<file path="src/rtl/root_power_arbiter_if.sv">
// rtl/root_power_arbiter_if.sv - request/grant and steering bundle for root_power_arbiter
// ROOT_ARB_PERF_CNT_EN adds the per-bank grant_cnt field.
interface root_power_arbiter_if #(
  parameter int NTT_NUM  = 4,
  parameter int ROOT_NUM = 4,
  parameter int LEN_W    = 12
) ();
  localparam int BANK_W = (ROOT_NUM > 1) ? $clog2(ROOT_NUM) : 1;
  localparam int NTT_W  = (NTT_NUM > 1) ? $clog2(NTT_NUM) : 1;

  logic [NTT_NUM-1:0]              req;
  logic [NTT_NUM-1:0][BANK_W-1:0]  req_bank;
  logic [NTT_NUM-1:0][LEN_W-1:0]   req_len;
  logic [NTT_NUM-1:0]              gnt;
  logic [NTT_NUM-1:0]              done;
  logic [NTT_NUM-1:0][BANK_W-1:0]  root_select;
  logic [ROOT_NUM-1:0][NTT_W-1:0]  ntt_intt_select;
  logic [ROOT_NUM-1:0]             bank_busy;

`ifdef ROOT_ARB_PERF_CNT_EN
  logic [ROOT_NUM-1:0][15:0]       grant_cnt;

  modport master (output req, req_bank, req_len,
                  input  gnt, done, root_select, ntt_intt_select, bank_busy, grant_cnt);
  modport slave  (input  req, req_bank, req_len,
                  output gnt, done, root_select, ntt_intt_select, bank_busy, grant_cnt);
`else
  modport master (output req, req_bank, req_len,
                  input  gnt, done, root_select, ntt_intt_select, bank_busy);
  modport slave  (input  req, req_bank, req_len,
                  output gnt, done, root_select, ntt_intt_select, bank_busy);
`endif
endinterface

</file>
<file path="src/rtl/root_power_arbiter.sv">
// rtl/root_power_arbiter.sv - per-bank burst arbiter sharing root-power RAM banks among NTT/INTT units
// Optional ROOT_ARB_PERF_CNT_EN: per-bank saturating completed-burst counters on grant_cnt.
module root_power_arbiter #(
  parameter int NTT_NUM    = 4,
  parameter int ROOT_NUM   = 4,
  parameter int LEN_W      = 12,
  parameter int SWITCH_GAP = 2
) (
  input  logic clk,
  input  logic rst,
  root_power_arbiter_if.slave bus
);
  localparam int BANK_W = (ROOT_NUM > 1) ? $clog2(ROOT_NUM) : 1;
  localparam int NTT_W  = (NTT_NUM > 1) ? $clog2(NTT_NUM) : 1;
  localparam int GAP_W  = (SWITCH_GAP > 1) ? $clog2(SWITCH_GAP) : 1;

  typedef enum logic [1:0] {IDLE, BUSY, DRAIN} state_t;

  state_t                          state [ROOT_NUM];
  logic [LEN_W-1:0]                cnt   [ROOT_NUM];
  logic [GAP_W-1:0]                gap   [ROOT_NUM];
  logic [NTT_W-1:0]                ptr   [ROOT_NUM];
  logic [NTT_W-1:0]                pick  [ROOT_NUM];
  logic [ROOT_NUM-1:0]             free;
  logic [ROOT_NUM-1:0]             pick_vld;
  logic [ROOT_NUM-1:0]             busy;
  logic [NTT_W-1:0]                cand;
  logic [NTT_NUM-1:0]              gnt_q;
  logic [NTT_NUM-1:0]              done_q;
  logic [NTT_NUM-1:0][BANK_W-1:0]  root_sel_q;
  logic [ROOT_NUM-1:0][NTT_W-1:0]  ntt_sel_q;
`ifdef ROOT_ARB_PERF_CNT_EN
  logic [ROOT_NUM-1:0][15:0]       grant_cnt_q;
`endif

  function automatic logic [NTT_W-1:0] wrap_idx(input logic [NTT_W-1:0] base, input int off);
    int s;
    s = int'(base) + off;
    if (s >= NTT_NUM) s = s - NTT_NUM;
    return NTT_W'(s);
  endfunction

  // The last DRAIN cycle (or last BUSY cycle with no gap) arbitrates directly,
  // so the next owner's first beat follows the gap with no extra idle cycle.
  always_comb begin
    cand = '0;
    for (int b = 0; b < ROOT_NUM; b++) begin
      free[b] = (state[b] == IDLE) ||
                (state[b] == DRAIN && gap[b] == '0) ||
                (SWITCH_GAP == 0 && state[b] == BUSY && cnt[b] == '0);
      busy[b]     = (state[b] != IDLE);
      pick_vld[b] = 1'b0;
      pick[b]     = '0;
      for (int k = NTT_NUM - 1; k >= 0; k--) begin
        cand = wrap_idx(ptr[b], k);
        if (bus.req[cand] && !gnt_q[cand] && bus.req_bank[cand] == BANK_W'(b)) begin
          pick_vld[b] = 1'b1;
          pick[b]     = cand;
        end
      end
    end
  end

  always_ff @(posedge clk) begin
    if (rst) begin
      gnt_q      <= '0;
      done_q     <= '0;
      root_sel_q <= '0;
      ntt_sel_q  <= '0;
`ifdef ROOT_ARB_PERF_CNT_EN
      grant_cnt_q <= '0;
`endif
      for (int b = 0; b < ROOT_NUM; b++) begin
        state[b] <= IDLE;
        cnt[b]   <= '0;
        gap[b]   <= '0;
        ptr[b]   <= '0;
      end
    end else begin
      for (int b = 0; b < ROOT_NUM; b++) begin
        case (state[b])
          BUSY: begin
            if (cnt[b] == '0) begin
              gnt_q[ntt_sel_q[b]]  <= 1'b0;
              done_q[ntt_sel_q[b]] <= 1'b0;
`ifdef ROOT_ARB_PERF_CNT_EN
              if (grant_cnt_q[b] != 16'hFFFF) grant_cnt_q[b] <= grant_cnt_q[b] + 16'd1;
`endif
              if (SWITCH_GAP == 0) begin
                state[b] <= IDLE;
              end else begin
                state[b] <= DRAIN;
                gap[b]   <= GAP_W'(SWITCH_GAP - 1);
              end
            end else begin
              cnt[b]               <= cnt[b] - LEN_W'(1);
              done_q[ntt_sel_q[b]] <= (cnt[b] == LEN_W'(1));
            end
          end
          DRAIN: begin
            if (gap[b] == '0) state[b] <= IDLE;
            else              gap[b]   <= gap[b] - GAP_W'(1);
          end
          default: ;
        endcase

        // A new grant never targets the unit this bank just released: it still has gnt=1.
        if (free[b] && pick_vld[b]) begin
          state[b]             <= BUSY;
          ntt_sel_q[b]         <= pick[b];
          root_sel_q[pick[b]]  <= BANK_W'(b);
          gnt_q[pick[b]]       <= 1'b1;
          done_q[pick[b]]      <= (bus.req_len[pick[b]] <= LEN_W'(1));
          cnt[b]               <= (bus.req_len[pick[b]] == '0) ? '0
                                  : bus.req_len[pick[b]] - LEN_W'(1);
          ptr[b]               <= (pick[b] == NTT_W'(NTT_NUM - 1)) ? '0 : pick[b] + NTT_W'(1);
        end
      end
    end
  end

  assign bus.gnt             = gnt_q;
  assign bus.done            = done_q;
  assign bus.root_select     = root_sel_q;
  assign bus.ntt_intt_select = ntt_sel_q;
  assign bus.bank_busy       = busy;
`ifdef ROOT_ARB_PERF_CNT_EN
  assign bus.grant_cnt       = grant_cnt_q;
`endif

endmodule

</file>
<file path="src/flat_wrapper.sv">
// flat-port wrapper written by rule: the top's interface ports become plain ports
module root_power_arbiter_flat 
#(
  parameter int NTT_NUM    = 4,
  parameter int ROOT_NUM   = 4,
  parameter int LEN_W      = 12,
  parameter int SWITCH_GAP = 2
)
  (clk, rst, bus_req, bus_req_bank, bus_req_len, bus_gnt, bus_done, bus_root_select, bus_ntt_intt_select, bus_bank_busy);
  root_power_arbiter_if #(.NTT_NUM(NTT_NUM), .ROOT_NUM(ROOT_NUM), .LEN_W(LEN_W)) bus_i ();
  input  logic clk;
  input  logic rst;
  input wire logic [$bits(bus_i.req)-1:0] bus_req;
  input wire logic [$bits(bus_i.req_bank)-1:0] bus_req_bank;
  input wire logic [$bits(bus_i.req_len)-1:0] bus_req_len;
  output wire logic [$bits(bus_i.gnt)-1:0] bus_gnt;
  output wire logic [$bits(bus_i.done)-1:0] bus_done;
  output wire logic [$bits(bus_i.root_select)-1:0] bus_root_select;
  output wire logic [$bits(bus_i.ntt_intt_select)-1:0] bus_ntt_intt_select;
  output wire logic [$bits(bus_i.bank_busy)-1:0] bus_bank_busy;
  assign bus_i.req = bus_req;
  assign bus_i.req_bank = bus_req_bank;
  assign bus_i.req_len = bus_req_len;
  assign bus_gnt = bus_i.gnt;
  assign bus_done = bus_i.done;
  assign bus_root_select = bus_i.root_select;
  assign bus_ntt_intt_select = bus_i.ntt_intt_select;
  assign bus_bank_busy = bus_i.bank_busy;
  root_power_arbiter #(.NTT_NUM(NTT_NUM), .ROOT_NUM(ROOT_NUM), .LEN_W(LEN_W), .SWITCH_GAP(SWITCH_GAP)) u_core (.clk(clk), .rst(rst), .bus(bus_i));
endmodule
</file>
<file path="config.mk">
export PLATFORM = sky130hd
export DESIGN_NAME = root_power_arbiter_flat
export DESIGN_NICKNAME = d
export VERILOG_FILES = /design/src/rtl/root_power_arbiter_if.sv /design/src/rtl/root_power_arbiter.sv /design/src/flat_wrapper.sv
export SDC_FILE = /design/constraint.sdc
export NUM_CORES = 1
export LEC_CHECK = 0
export ABC_AREA = 0
export BUFFER_PORTS_ARGS = -buffer_cell sky130_fd_sc_hd__buf_4
export CORE_MARGIN = 5
export CORE_UTILIZATION = 60
export CTS_CLUSTER_SIZE = 24
export DETAILED_ROUTE_END_ITERATION = 7
export GPL_TIMING_DRIVEN = 0
export PLACE_DENSITY = 0.81
export SLEW_MARGIN = 0
export SYNTH_ARGS = -nofsm -noshare
export SYNTH_HDL_FRONTEND = slang
export SYNTH_SLANG_ARGS = --single-unit
</file>
<file path="constraint.sdc">
create_clock -name clk -period 8.6 [get_ports clk]
set_input_delay 0.86 -clock clk [delete_from_list [all_inputs] [get_ports clk]]
set_output_delay 0.86 -clock clk [all_outputs]
set_load 0.05 [all_outputs]
</file>
Yosys cells after proc, flatten, opt, wreduce, memory -nomap -nowiden
Memories as Yosys holds them, arrays and structs flattened.
Index checks and enable logic that the tools add are counted.
{ "op_classes": {"addsub": 44, "bitwise": 61, "n_lt_le_gt_ge": 52, "n_eq_ne": 28, "n_mux": 347, "reduce_logical": 88} }
{ "ops": {"columns": ["cell", "count"], "rows": [
  ["$mux W12", 16],
  ["$mux W4", 38],
  ["$mux W2", 72],
  ["$mux W1", 142],
  ["$bmux W12 S2", 4],
  ["$logic_not A12 Y1", 8],
  ["$sub A12 B1 Y12 const B", 8],
  ["$lt A2 B3 Y1 const B", 24],
  ["$bmux W1 S2", 32],
  ["$bmux W2 S2", 16],
  ["$mux W8", 7],
  ["$eq A12 B1 Y1 const B", 4],
  ["$le A12 B1 Y1 const B", 4],
  ["$logic_and A1 B1 Y1", 48],
  ["$and A4 B4 Y4", 10],
  ["$ge A3 B3 Y1 const B", 12],
  ["$bwmux W4", 8],
  ["$eq A2 B2 Y1 const B", 16],
  ["$or A1 B1 Y1", 32],
  ["$sub A2 B1 Y2 const B", 16],
  ["$add A2 B2 Y3 const B", 8],
  ["$not A4 Y4", 6],
  ["$or A4 B4 Y4", 6],
  ["$demux W1 S2", 8],
  ["other kinds (15)", 75]
]} }
{ "totals": {"memories": 4, "ff_bits": 24, "input_bits": 62, "ramBits": 68, "output_inout_bits": 28, "wordCells": 634} }
{ "memory_table": {"columns": ["memory", "words", "word_bits", "read_ports", "rd_clocked_by_memory_dff", "write_ports", "line", "text"], "rows": [
  ["u_core.cnt", 4, 12, 4, 0, 4, "root_power_arbiter.sv:20", "logic [LEN_W-1:0] cnt [ROOT_NUM];"],
  ["u_core.ptr", 4, 2, 4, 0, 4, "root_power_arbiter.sv:22", "logic [NTT_W-1:0] ptr [ROOT_NUM];"],
  ["u_core.state", 4, 2, 4, 0, 4, "root_power_arbiter.sv:19", "state_t state [ROOT_NUM];"],
  ["u_core.gap", 4, 1, 4, 0, 4, "root_power_arbiter.sv:21", "logic [GAP_W-1:0] gap [ROOT_NUM];"]
]} }

Depth between registers and ports, before layout
Gate-level depths: netlist (run 1).
An unclocked memory read counts as a cell.
{ "logic_depth": {"depth_word": 40, "ltp_mapped": 15, "mapped_depth_nobuf": 14} }

Worst setup path before layout (run 1)
No wires, ideal clock.
{ "synth_path": {"path_kind": "input port to flip-flop", "start": "input bus_req_bank[5]", "end": "register u_core.done_q[2] (netlist: u_core.bus.done[2])", "path_stages": 12, "setup_time_ps": 73, "t_arrival_ps": 3635, "slack_ps": 4892, "n_path_buf": 3, "path_cell_list": "nand4bb_1 > or3_1 > o211ai_2 > buf_2 > clkbuf_1 > clkbuf_1 > ha_1 > nand2_1 > a2111o_1 > a221o_1 > a311o_1 > o211ai_2"} }
{ "synth_between": {"elab_chain_cells": 35, "word_cells_on_any_way": 158, "cone_classes": "order compare (12); eq/ne (12); mux (103); bitwise (3); reduce/logical (28)"} }
{ "synth_lines": {"columns": ["item", "line", "text"], "rows": [
  ["from (decl)", "flat_wrapper.sv:14", "input wire logic [$bits(bus_i.req_bank)-1:0] bus_req_bank;"],
  ["parallel branches: the longest is 34 deep, another holds $le A12 B1 Y1", null, null],
  ["$mux W4 (*)", "root_power_arbiter.sv:108", "if (free[b] && pick_vld[b]) begin"],
  ["to (signal, indexed assignment)", "root_power_arbiter.sv:97", "done_q[ntt_sel_q[b]] <= (cnt[b] == LEN_W'(1));"],
  ["to (signal, indexed assignment)", "root_power_arbiter.sv:113", "done_q[pick[b]] <= (bus.req_len[pick[b]] <= LEN_W'(1));"],
  ["to (decl)", "root_power_arbiter.sv:29", "logic [NTT_NUM-1:0] done_q;"]
]} }
Every way passes the cells marked *. The select of a mux whose other input is x is not followed.
A chain may end at the register's enable or synchronous reset.

Final worst setup path (run 1)
Ends and elaborated chain as after synthesis.

==> results of run 1 <==
[metrics by stage]
step,power [mW],instance area [um2],instances
2_1_floorplan,1.252,8730,1062
3_3_place_gp,1.469,9628,1335
3_5_place_dp,1.485,9643,1337
4_1_cts,1.923,9961,1353
5_1_grt,2.045,9961,1353
6_report,1.942,9961,1353
[state kept, by name, indices dropped and copies added (netlist names)]
name / count
u_core.bus.ntt_intt_select: 8
u_core.bus.root_select: 8
u_core.bus.done: 4
u_core.gap: 4
u_core.state: 8
u_core.bus.gnt: 4
u_core.ptr: 8
u_core.cnt: 48
[critical path, delay by kind of cell]
kind	cells	cell delay, ps
buf+inv	4	1370
compound gates	6	1290
simple gates	2	730
fa+ha+maj	1	280
[power groups by stage]
stage / combinational (mW) / clock, mW / sequential, mW
4_1_cts: 0.831 / 0.439 / 0.653
3_5_place_dp: 0.824 / 0 / 0.662
5_1_grt: 0.917 / 0.463 / 0.665
2_1_floorplan: 0.570 / 0 / 0.682
3_3_place_gp: 0.809 / 0 / 0.660
6_report: 0.845 / 0.441 / 0.656
[how the worst max path moves through the flow]
stage | startpoint | to | cells after the start
2_1_floorplan | bus_req_bank[5] | u_core.bus.done[2] | 12
3_3_place_gp | bus_req_bank[4] | u_core.bus.done[0] | 16
3_5_place_dp | bus_req_bank[5] | u_core.bus.done[2] | 13
4_1_cts | bus_req_bank[5] | u_core.bus.done[2] | 13
5_1_grt | bus_req_bank[5] | u_core.bus.done[2] | 13
6_report | bus_req_bank[5] | u_core.bus.done[2] | 13
[layout make-up]
class | instances | area, um2
multi-input combinational | 878 | 5803
fill | 1210 | 4463
sequential | 92 | 2522
timing repair buffer | 91 | 683.2
clock buffer | 11 | 232.7
tap | 184 | 230.2
buffer | 43 | 220.2
inverter | 49 | 183.9
clock inverter | 5 | 85.08
[layer usage]
| layer | global-route usage, % | vias to the layer above | share of wire [%] |
|---|---|---|---|
| met5 | 0 | - | 0 |
| met4 | 14.40 | 0 | 4.5 |
| met3 | 6.707 | 116 | 11 |
| met2 | 50.71 | 567 | 43 |
| met1 | 46.39 | 4096 | 42 |
| li1 | - | 4105 | - |
[cells in the final DEF (no fill, tap or decap), types with 8 or more instances in the layout]
master	n
clkbuf_1	23
or3_1	10
a21oi_1	53
ha_1	33
xnor2_1	46
nor3_1	42
a31oi_1	14
nand3_1	25
o22ai_1	36
buf_4	95
o211ai_1	8
dfxtp_1	24
nand2_1	141
clkbuf_16	9
nand2b_1	15
inv_1	42
edfxtp_1	68
nor2_1	115
nand4b_1	8
a32oi_1	8
a221oi_1	10
nor2b_1	9
o21ai_0	23
nor4_1	15
xor2_1	27
a22oi_1	11
buf_2	11
and2_1	27
mux2i_1	75
[cell families (layout without fill, tap and decap cells)]
group                    Yosys count  in the layout  synth area share, %
multiplexers                      81             81                9.374
adder cells (fa/ha/maj)           33             33                4.730
AO/OA/AOI/OAI                    227            227                17.92
flip-flops                        92             92                28.89
AND/OR/NAND/NOR                  464            464                27.13
buffers and inverters             92            199                4.629
XOR/XNOR                          73             73                7.324
==> impl_metrics.env, run 1 <==
export IMPL_r2r_slack_ps=4530
export IMPL_overflow=0
export IMPL_worstReg2RegEnd="u_core.bus.done[2]"
export IMPL_nets=1259
export IMPL_grt_pass1_vias=8234
export IMPL_rsz0062_at_grt="no"
export IMPL_dieHeight_um=130.6
export IMPL_antenna_found_initial=0
export IMPL_p_switching_mw=0.7798
export IMPL_end_kind="flip-flop"
export IMPL_worstPathCellList="buf_4 > nor4bb_1 > a22oi_2 > o211ai_2 > buf_2 > clkbuf_1 > clkbuf_1 > ha_1 > nand2_1 > a2111o_1 > a221o_1 > a311o_1 > o211ai_2"
export IMPL_pwr_share_comb_pct=43.5
export IMPL_p_per_area_nw_per_um2=195.0
export IMPL_fin_crit_sh_pct=49.71
export IMPL_drv_cap=0
export IMPL_critPathRequiredTime_ps=8880
export IMPL_yosysMostFrequentCell="nand2_1"
export IMPL_numPortBuffers=89
export IMPL_clock_skew_ps=9.908
export IMPL_switching_share_pct=40.15
export IMPL_cts_setup_buffers=0
export IMPL_viasPerCell=6.566
export IMPL_start_kind="input pin"
export IMPL_timing_rr_start="u_core.bus.gnt[2]"
export IMPL_synth_top_area_share_pct=23.39
export IMPL_synth_area_leaders="edfxtp_1 (23%), mux2i_1 (8.6%), nand2_1 (6.1%)"
export IMPL_grt_pass1_wl_mm=43.90
export IMPL_async_reset_ff_share_pct=0
export IMPL_synth_warnings=0
export IMPL_min_path_cells=2
export IMPL_fin_hold_ws_ps=496.1
export IMPL_syn_inst=1062
export IMPL_wl_per_cell_um=21.10
export IMPL_worstMarginPinSlew_ps=693.9
export IMPL_grt_start_max_net_pins=16
export IMPL_fmax_mhz=233.9
export IMPL_synth_ff_type="edfxtp_1"
export IMPL_drive_above_1_share_pct=13.60
export IMPL_pwr_share_seq_pct=33.8
export IMPL_final_antenna_net_count=0
export IMPL_synth_seq_cells=92
export IMPL_path_class="input pin to flip-flop"
export IMPL_status="finished, final reports clean"
export IMPL_tritoncts="yes"
export IMPL_cp_slowest_cell="nor4bb_1"
export IMPL_core_um2=14420
export IMPL_hp_start="u_core.bus.root_select[3]"
export IMPL_relSlewSlack_pct=53.74
export IMPL_rr_worst_depth=12
export IMPL_finalSetupTns_ps=0
export IMPL_synth_area_leader_cell="edfxtp_1"
export IMPL_drc=0
export IMPL_rows=44
export IMPL_cts_buffer_depth=2
export IMPL_die_area_um2=17060
export IMPL_irDropWorstVdd_mv=0.1162
export IMPL_cts_buffers=9
export IMPL_initial_utilization_pct=60.52
export IMPL_worstHoldPathType="flip-flop to flip-flop"
export IMPL_dpl_worst_slack_ps=4063
export IMPL_p_int_mw=1.162
export IMPL_utilization_pct=69.06
export IMPL_clk_pin_slew_ps=70
export IMPL_post_route_worst_setup_slack_ps=4325
export IMPL_drt_iter0_markers=1126
export IMPL_cts_max_level=3
export IMPL_synth_edf_count=68
export IMPL_syn_num_nets=1157
export IMPL_crit_arrival_ps=4550
export IMPL_dr_pass1_iters=8
export IMPL_pin_count=90
export IMPL_slew_violations=0
export IMPL_cpPeakStageDelay_ps=570
export IMPL_fp_dieW_um=130.6
export IMPL_min_period_ps=4275
export IMPL_clk_latency_ps=350
export IMPL_postCtsHoldBufs=0
export IMPL_syn_area_um2=8730
export IMPL_vias=8884
export IMPL_pwr_share_clk_pct=22.7
export IMPL_crit_fanout=11
export IMPL_final_hold_violation_count=0
export IMPL_ys_seq_area_share_pct=28.89
export IMPL_diodes=0
export IMPL_p_leak_nw=4.099
export IMPL_setup_violations=0
export IMPL_gp_congestion=1.001
export IMPL_clkSinkCount=92
export IMPL_wirelength_mm=28.55
export IMPL_ys_types=84
export IMPL_synth_top_cells_by_count="nand2_1 (141), nor2_1 (115), mux2i_1 (75)"
export IMPL_cts_resized_gates=0
export IMPL_postSynthAreaPerCell_um2=8.220
export IMPL_root_buffer="clkbuf_16"
export IMPL_post_dp_hpwl_mm=21.99
export IMPL_grt_usage_pct=33.40
export IMPL_min_to="u_core.bus.root_select[3]"
export IMPL_area_growth_synth_to_final_pct=14.10
Note: power is estimated with default switching activity, not from simulation.
==> run 2: changes to the inputs <==
--- a/config.mk
+++ b/config.mk
@@ -5,14 +5,14 @@
 export SDC_FILE = /design/constraint.sdc
 export NUM_CORES = 1
 export LEC_CHECK = 0
-export ABC_AREA = 0
+export ABC_AREA = 1
 export BUFFER_PORTS_ARGS = -buffer_cell sky130_fd_sc_hd__buf_4
 export CORE_MARGIN = 5
 export CORE_UTILIZATION = 60
 export CTS_CLUSTER_SIZE = 24
 export DETAILED_ROUTE_END_ITERATION = 7
 export GPL_TIMING_DRIVEN = 0
-export PLACE_DENSITY = 0.81
+export PLACE_DENSITY = 0.8
 export SLEW_MARGIN = 0
 export SYNTH_ARGS = -nofsm -noshare
 export SYNTH_HDL_FRONTEND = slang
==> constraint.sdc (replaced) <==
create_clock -name clk -period 4.16 [get_ports clk]
set_input_delay 0.416 -clock clk [delete_from_list [all_inputs] [get_ports clk]]
set_output_delay 0.416 -clock clk [all_outputs]
set_load 0.05 [all_outputs]
==> run 2 against run 1 <==
  * Count of clock-buffer cells in the layout up 2
  * Largest power group unchanged
  * Total power rose to 5.5 times the previous value
  * Via count rose by 23%
  * Largest cell class unchanged
==> impl_metrics.env, run 2 <==
export IMPL_status="finished, final reports clean"
export IMPL_worstMarginPinSlew_ps=801.0
export IMPL_r2r_slack_ps=320
export IMPL_ys_types=60
export IMPL_synth_top_cells_by_count="nand2_1 (417), inv_1 (204), nor2_1 (155)"
export IMPL_finalSetupTns_ps=0
export IMPL_cts_setup_buffers=0
export IMPL_syn_inst=1567
export IMPL_p_switching_mw=6.148
export IMPL_drc=0
export IMPL_p_per_area_nw_per_um2=953.0
export IMPL_antenna_found_initial=0
export IMPL_cts_buffers=9
export IMPL_diodes=0
export IMPL_p_leak_nw=5.311
export IMPL_postSynthAreaPerCell_um2=6.380
export IMPL_relSlewSlack_pct=46.60
export IMPL_synth_area_leaders="edfxtp_1 (20%), nand2_1 (16%), inv_1 (7.7%)"
export IMPL_dpl_worst_slack_ps=271.2
export IMPL_syn_num_nets=1662
export IMPL_async_reset_ff_share_pct=0
export IMPL_gp_congestion=1.010
export IMPL_cts_resized_gates=0
export IMPL_cts_buffer_depth=2
export IMPL_fmax_mhz=260.5
export IMPL_min_to="u_core.bus.root_select[1]"
export IMPL_grt_pass1_vias=9860
export IMPL_grt_start_max_net_pins=17
export IMPL_post_route_worst_setup_slack_ps=321.7
export IMPL_nFillCells=1533
export IMPL_tritoncts="yes"
export IMPL_fp_dieW_um=139.1
export IMPL_core_um2=16470
export IMPL_rr_worst_depth=25
export IMPL_finalPower_mw=10.72
export IMPL_end_kind="flip-flop"
export IMPL_hp_start="u_core.bus.root_select[1]"
export IMPL_slew_violations=0
export IMPL_crit_fanout=11
export IMPL_switching_share_pct=57.35
export IMPL_numPortBuffers=88
export IMPL_final_antenna_net_count=0
export IMPL_synth_seq_cells=92
export IMPL_start_kind="flip-flop"
export IMPL_rsz0062_at_grt="no"
export IMPL_path_class="flip-flop to flip-flop"
export IMPL_cts_max_level=3
export IMPL_pwr_share_comb_pct=75.2
export IMPL_clk_latency_ps=350
export IMPL_root_buffer="clkbuf_16"
export IMPL_pwr_share_clk_pct=7.9
export IMPL_min_period_ps=3838
export IMPL_min_path_cells=2
export IMPL_yosysMostFrequentCell="nand2_1"
export IMPL_multi_input_area_um2=6304
export IMPL_dieHeight_um=139.1
export IMPL_mostFrequentLayoutCells="nand2_1 (417), inv_1 (204), nor2_1 (155), nand3_1 (147), buf_4 (100)"
export IMPL_worstReg2RegEnd="u_core.bus.done[0]"
export IMPL_overflow=0
export IMPL_wl_per_cell_um=16.63
export IMPL_clk_pin_slew_ps=70
export IMPL_synth_ff_type="edfxtp_1"
export IMPL_pin_count=90
export IMPL_pwr_share_seq_pct=16.9
export IMPL_syn_area_um2=9997
export IMPL_timing_rr_start="u_core.ptr[0][0]"
export IMPL_irDropWorstVdd_mv=0.5460
export IMPL_largest_reg_flops=48
export IMPL_drt_iter0_markers=998
export IMPL_clock_skew_ps=10.97
export IMPL_rows=47
export IMPL_vias=10927
export IMPL_largest_register="u_core.cnt"
export IMPL_setup_violations=0
export IMPL_synth_area_leader_cell="edfxtp_1"
export IMPL_initial_utilization_pct=60.71
export IMPL_nets=1761
export IMPL_p_int_mw=4.571
export IMPL_post_dp_hpwl_mm=25.30
export IMPL_regArea_um2=2522
export IMPL_synth_top_area_share_pct=20.43
export IMPL_worstHoldPathType="flip-flop to flip-flop"
export IMPL_ys_seq_area_share_pct=25.23
export IMPL_area_growth_synth_to_final_pct=12.50
export IMPL_grt_usage_pct=31.28
export IMPL_drive_above_1_share_pct=15.02
export IMPL_synth_warnings=0
export IMPL_die_area_um2=19340
export IMPL_critPathRequiredTime_ps=4450
export IMPL_drv_cap=0
export IMPL_final_common_cell="nand2_1"
export IMPL_dr_pass1_iters=5
export IMPL_viasPerCell=5.778
export IMPL_wirelength_mm=31.45
export IMPL_final_hold_violation_count=0
export IMPL_synth_edf_count=68
export IMPL_grt_pass1_wl_mm=49.25
export IMPL_crit_arrival_ps=4120
export IMPL_clkSinkCount=92
export IMPL_fin_crit_sh_pct=92.27
export IMPL_postCtsHoldBufs=0
[run 2: critical path, cell delays in order (launching register included)]
cell      delay, ps
edfxtp_1        480
buf_6           190
nor2_1          100
nand3_1          80
nand2_1         110
nand2_1         110
nand3_1         100
nand2_1          70
nand2_2         220
nand2_4         100
buf_6           160
buf_6           150
a21oi_1         110
o21ai_0          90
nand2_1         240
ha_1            270
nor2_1           60
nor3_1          250
nand3_2         220
o21ai_1         180
nand2_1          70
nand2_1         110
nand2_1          70
nand2_1          60
a21oi_1          60
nor2_1          110
[run 2: metal layers]
layer,GRT usage [%],routed length [um],up-vias
li1,-,-,5336
met1,41.72,13150,4902
met2,49.68,13870,588
met3,5.690,3005,101
met4,14.01,1422,0
met5,0,0,-
[run 2: kinds of logic after synthesis]
group,after synthesis,synth area share (%)
flip-flops,92,25.23
buffers and inverters,271,11.78
multiplexers,2,0.3254
XOR/XNOR,53,4.643
AND/OR/NAND/NOR,852,38.35
adder cells (fa/ha/maj),33,4.130
AO/OA/AOI/OAI,264,15.54
[run 2: how the worst max path moves through the flow]
stage,start,cells past startpoint,end,slack [ps]
after floorplan,u_core.bus.gnt[1],18,u_core.cnt[0][22],870
after global placement,bus_req[0],22,u_core.cnt[0][43],320
after detailed placement,bus_req[0],22,u_core.cnt[0][43],270
after CTS,u_core.bus.gnt[0],22,u_core.cnt[0][43],360
after global routing,u_core.ptr[0][0],25,u_core.bus.done[0],20
final,u_core.ptr[0][0],25,u_core.bus.done[0],320
[run 2: per-stage QoR]
stage               cell area [um2]  util [%]  std cells  hold WS, ps
global route                  11250     68.31       1891        531.6
CTS                           11240     68.27       1891        513.9
global placement              10930     66.40       1875        506.4
finish                        11250     68.31       1891        514.6
detailed placement            10930     66.40       1875        502.6
floorplan                      9997         -       1567        565.9
[run 2: area by class of cell]
cell class	count	share of cell area, %
buffer	46	2.959
clock buffer	13	2.525
clock inverter	3	0.2114
inverter	225	7.509
multi-input combinational	1204	56.05
sequential	92	22.43
tap	220	2.447
timing repair buffer	88	5.874
[run 2: power by group through the flow]
| stage | Combinational, mW | Sequential [mW] | Clock [mW] |
|---|---|---|---|
| 2_1_floorplan | 5.80 | 2.00 | 0 |
| 3_3_place_gp | 7.74 | 1.80 | 0 |
| 3_5_place_dp | 7.87 | 1.82 | 0 |
| 4_1_cts | 7.93 | 1.80 | 0.858 |
| 5_1_grt | 8.87 | 1.85 | 0.908 |
| 6_report | 8.06 | 1.81 | 0.851 |
